[src/rtl/pc_redirect_sequencer.sv]
`default_nettype none
// ============================================================================
// Module      : pc_redirect_sequencer
// Description : Program-counter owner for the fetch stage. Advances pc
//               sequentially and applies redirects issued by decode. The
//               redirect kinds are:
//                 - J  : target is {pc+4[31:28], instr_index, 2'b00}
//                 - JR : target is a register value
//                 - BR : target is pc+4 plus a sign-extended word offset
//               A taken redirect reaches pc only after the single
//               architectural delay slot has been fetched.
// Ports       : clk, rst       - clock and synchronous active-high reset
//               stall          - freeze pc and FSM for this cycle
//               redir_valid    - a redirect request is present
//               redir_ready    - the sequencer accepts a request this cycle
//               redir_kind     - 00 J, 01 JR, 10 BR, 11 reserved
//               redir_index    - instr_index for J
//               redir_reg      - register target for JR
//               redir_off      - signed word offset for BR
//               pc, pc_plus4   - current fetch address and its successor
//               in_delay       - pc is the delay-slot instruction
//               addr_err       - one-cycle pulse after a rejected request
//               redir_count    - number of redirects taken (wraps)
// Revision    : 1.0 - initial release
// ============================================================================
module pc_redirect_sequencer #(
    parameter logic [31:0] RESET_PC = 32'h0000_0000,
    parameter int          CNT_W    = 16
) (
    input  logic             clk,
    input  logic             rst,
    input  logic             stall,
    input  logic             redir_valid,
    output logic             redir_ready,
    input  logic [1:0]       redir_kind,
    input  logic [25:0]      redir_index,
    input  logic [31:0]      redir_reg,
    input  logic [15:0]      redir_off,
    output logic [31:0]      pc,
    output logic [31:0]      pc_plus4,
    output logic             in_delay,
    output logic             addr_err,
    output logic [CNT_W-1:0] redir_count
);

    localparam logic [1:0] c_KIND_J  = 2'b00;
    localparam logic [1:0] c_KIND_JR = 2'b01;
    localparam logic [1:0] c_KIND_BR = 2'b10;

    typedef enum logic [0:0] {
        ST_SEQ   = 1'b0,
        ST_DELAY = 1'b1
    } state_t;

    state_t           r_state;
    logic [31:0]      r_pc;
    logic [31:0]      r_target;
    logic             r_addr_err;
    logic [CNT_W-1:0] r_count;

    state_t           w_state_nxt;
    logic [31:0]      w_pc_nxt;
    logic [31:0]      w_target_nxt;
    logic             w_addr_err_nxt;
    logic [CNT_W-1:0] w_count_nxt;

    logic [31:0]      w_pc_plus4;
    logic [31:0]      w_br_disp;
    logic [31:0]      w_target_calc;
    logic             w_reject;
    logic             w_accept;

    assign w_pc_plus4 = r_pc + 32'd4;

    // Word offset -> byte displacement, sign-extended to 32 bits.
    assign w_br_disp  = {{14{redir_off[15]}}, redir_off, 2'b00};

    assign redir_ready = (r_state == ST_SEQ) && !stall && !rst;
    assign w_accept    = redir_valid && redir_ready;

    // Target formation. The J region nibble comes from pc+4, so a jump
    // sitting in the last word of a 256 MB region lands in the next region.
    always_comb begin
        w_target_calc = 32'h0000_0000;
        w_reject      = 1'b0;
        case (redir_kind)
            c_KIND_J: begin
                w_target_calc = {w_pc_plus4[31:28], redir_index, 2'b00};
            end
            c_KIND_JR: begin
                w_target_calc = redir_reg;
                w_reject      = |redir_reg[1:0];
            end
            c_KIND_BR: begin
                w_target_calc = w_pc_plus4 + w_br_disp;
            end
            default: begin
                w_reject = 1'b1;
            end
        endcase
    end

    // Next-state logic. In SEQ the delay-slot instruction is always the
    // sequential successor, whether or not a redirect was accepted, so pc
    // advances by 4 in every unstalled SEQ cycle.
    always_comb begin
        w_state_nxt    = r_state;
        w_pc_nxt       = r_pc;
        w_target_nxt   = r_target;
        w_count_nxt    = r_count;
        w_addr_err_nxt = 1'b0;
        case (r_state)
            ST_SEQ: begin
                if (!stall) begin
                    w_pc_nxt = w_pc_plus4;
                    if (w_accept) begin
                        if (w_reject) begin
                            w_addr_err_nxt = 1'b1;
                        end else begin
                            w_target_nxt = w_target_calc;
                            w_state_nxt  = ST_DELAY;
                        end
                    end
                end
            end
            ST_DELAY: begin
                if (!stall) begin
                    w_pc_nxt    = r_target;
                    w_state_nxt = ST_SEQ;
                    w_count_nxt = r_count + CNT_W'(1);
                end
            end
            default: begin
                w_state_nxt = ST_SEQ;
            end
        endcase
    end

    always_ff @(posedge clk) begin
        if (rst) begin
            r_state    <= ST_SEQ;
            r_pc       <= RESET_PC;
            r_target   <= 32'h0000_0000;
            r_addr_err <= 1'b0;
            r_count    <= '0;
        end else begin
            r_state    <= w_state_nxt;
            r_pc       <= w_pc_nxt;
            r_target   <= w_target_nxt;
            r_addr_err <= w_addr_err_nxt;
            r_count    <= w_count_nxt;
        end
    end

    assign pc          = r_pc;
    assign pc_plus4    = w_pc_plus4;
    assign in_delay    = (r_state == ST_DELAY);
    assign addr_err    = r_addr_err;
    assign redir_count = r_count;

endmodule
`default_nettype wire

[config.mk]
export PLATFORM = sky130hd
export DESIGN_NAME = pc_redirect_sequencer
export DESIGN_NICKNAME = d
export VERILOG_FILES = /design/src/rtl/pc_redirect_sequencer.sv
export SDC_FILE = /design/constraint.sdc
export NUM_CORES = 1
export LEC_CHECK = 0
export CAP_MARGIN = 30
export CORE_MARGIN = 1
export CORE_UTILIZATION = 45
export CTS_CLUSTER_DIAMETER = 100
export DETAILED_ROUTE_END_ITERATION = 10
export PLACE_DENSITY = 0.77
export SLEW_MARGIN = 20
export SYNTH_ARGS = -nofsm -noshare
export SYNTH_HDL_FRONTEND = slang
export SYNTH_SLANG_ARGS = --single-unit
[constraint.sdc]
create_clock -name clk -period 8.9 [get_ports clk]
set_input_delay 1.335 -clock clk [delete_from_list [all_inputs] [get_ports clk]]
set_output_delay 1.335 -clock clk [all_outputs]
set_load 0.02 [all_outputs]
==> flow_summary.ini <==
[timing]
timing.final.crit_share_pct = 52.85
timing.final.crit_period_ps = 4704
slew_headroom_pct = 37.28
setup_viol = 0
finalMaxSlewViolations = 0
rsz0062_at_grt = no
worst_slack_ps = 4196
hold_viol_final = 0
max_freq_ghz = 0.2126
skew_ps = 9.133
setup_tns_ps = 0
tightestPinTransition_ps = 940.9

[synth]
synth_top_area_share_pct = 26.39
syn_area_per_cell_um2 = 7.413
post-synth-top-area-cell = dfxtp_1
synth_warnings = 0
ys_seq_area_share_pct = 26.39
syn_nets = 953
syn_inst = 839
synth-edff-count = 0
ys_seq_elements = 82
syn_area_mm2 = 0.006220
ys_types = 59
yosys-top-cells-area = dfxtp_1, nor2_1, ha_1
synth_flop_cell = dfxtp_1
synthArstFlopShare_pct = 0

[drt]
drt_first_pass_iters = 4
drt_iter0_drc = 556
totalWireLength_mm = 20.42
dr_total_vias = 6707
drc = 0
drtAntennaViolNets = 0
wl_per_cell_um = 17.82
vias_per_cell = 5.853

[global_route]
gr-total-overflow = 0
grt_pass1_vias = 6143
gr-usage-met3_pct = 5.561
grt.busiest_layer = met2
track_usage_pct = 28.93
grt_max_degree = 89
grtUsageMet1_pct = 39.97
grt_first_pass_wirelength_mm = 32.64
antenna_found_initial = 0
grtUsageMet2_pct = 45.77

[clock_tree]
cts-htree-levels = 3
cts_resized = 0
clockBufferDepth = 2
post_cts_buffers = 0
cts_tree = yes
cts_root_buf = clkbuf_16
cts_sinks = 82
cts_hold_buf = 0
clkTransAtPathRegs_ps = 70
clk_latency_ps = 350
cts_made_buffers = 9

[pwr]
p_sw_mw = 0.2657
p_leak_nw = 3.226
power_density_mw_per_mm2 = 111.1
internal_power_mw = 0.6448
finalPower_mw = 0.9106
p_seq_share_pct = 41.8
ir_worst_vdd_uv = 81.89
p_comb_share_pct = 17.4
clockPowerShare_pct = 40.8
swShare_pct = 29.18

[cells_and_area]
fin_cells = 1146
fillCellCount = 1251
nets = 1079
layout_commonest_cell = clkdlybuf4s50_1
layout_common_cells = clkdlybuf4s50_1, nor2_1, dfxtp_1
n_antenna_cell = 0
utilization_pct = 61.38
syn2layout_area_growth_pct = 31.72
drive_gt1_share_pct = 4.021

[critical_path]
crit_top_cell = nand3_1
crit_slowest_cell = clkdlybuf4s50_1
reg2regPathDepth = 13
max_stage_delay_ps = 700
worstPathCellList = ha_1 > nand3_1 > nor2_1 > and3_1 > nand3_1 > xnor2_1 > clkdlybuf4s50_1
critPathRequiredTime_ps = 7570
critPathKind = reg -> out
worstSetupEndpointType = output pin
arrival_ps = 3370
reg2reg_slack_ps = 4220
crit_path_start_kind = flip-flop
critPathMaxFanout = 9

[placement]
dpl.cell_count = 1130
place_hpwl_mm = 14.94
pre_cts_slack_ps = 4170
gp_congestion = 0.9218
io_buffers = 162

[status]
status = completed

[floorplanning]
die_y_um = 119.6
coreArea_mm2 = 0.01335
die-area_mm2 = 0.01430
die_x_um = 119.6
initial_core_util_pct = 46.60
fp-row-count = 42
ios = 163

[worst_hold_path]
hold_path_class = reg -> reg
hold_depth = 2

[run]
max_cap_violations = 0
==> kinds of logic (layout without fill, tap and decap cells) <==
family	Yosys count	count (layout)	synth area share (%)
flops	82	82	26.39
buf+inv	68	199	4.245
simple gates	324	324	24.82
xor+xnor	60	60	8.449
fa+ha+maj	34	34	6.960
mux	33	33	5.371
compound gates	238	238	23.76
==> metal layers <==
layer	wire length, µm	part of all wire, %
met1	9372	46
met4	371	1.8
met2	9346	46
met5	0	0
met3	1328	6.5
==> metrics by stage <==
step	area, µm²	hold slack [ps]
after floorplan	6220	464.5
after global placement	7899	471.3
after detailed placement	7899	488.3
after CTS	8193	498.5
after global routing	8193	519.4
final	8193	495.2
==> power by group through the flow <==
stage          clock network, mW  logic [mW]  registers [mW]
6_report                   0.372       0.158           0.381
5_1_grt                    0.395       0.173           0.381
4_1_cts                    0.377       0.157           0.381
3_5_place_dp                   0       0.156           0.389
3_3_place_gp                   0       0.155           0.389
2_1_floorplan                  0      0.0874           0.388
==> state kept, by name (all words and copies together) (netlist names) <==
name         count
redir_count     16
r_target        32
in_delay         1
addr_err         1
pc              32
==> path summary, 6_finish.rpt <==
| kind | start | end |
|---|---|---|
| max | pc[2] | pc_plus4[18] |
| max reg2reg | pc[2] | r_target[31] |
| min | r_target[1] | r_target[1] |
| min reg2reg | r_target[1] | r_target[1] |
==> worst max-delay path: cells and delay by family, from the launching register on <==
family / cells / cell delay [ps]
XOR/XNOR: 1 / 270
adder cells (fa/ha/maj): 1 / 360
AND/OR/NAND/NOR: 4 / 1130
buffers and inverters: 1 / 700
flip-flops: 1 / 550
==> synth_stat cells, types with 6 or more instances <==
cell type and number:
a31oi_1 12, and3_1 20, ha_1 33, nand3_1 36
buf_1 7, nand4_1 8, xnor2_1 36, nand2_1 63
a22oi_1 9, nor2b_1 6, dfxtp_1 82, a21oi_1 73
a211oi_1 13, inv_1 13, o211ai_1 11, nor2_1 118
clkbuf_1 45, nand2b_1 17, a21o_1 19, o21ai_0 60
nor3_1 26, xor2_1 24, mux2i_1 30
==> cell type report <==
cell class	instances	area, µm²	area share (%)
flip-flops and latches	82	1643	20.05
well taps	176	220.2	2.688
multi-input cells	689	4315	52.67
clock inverters	7	68.82	0.8400
repair buffers	170	1672	20.40
clock buffers	9	225.2	2.749
inverters	13	48.80	0.5956
No activity file was read; power rests on OpenSTA's default activity.
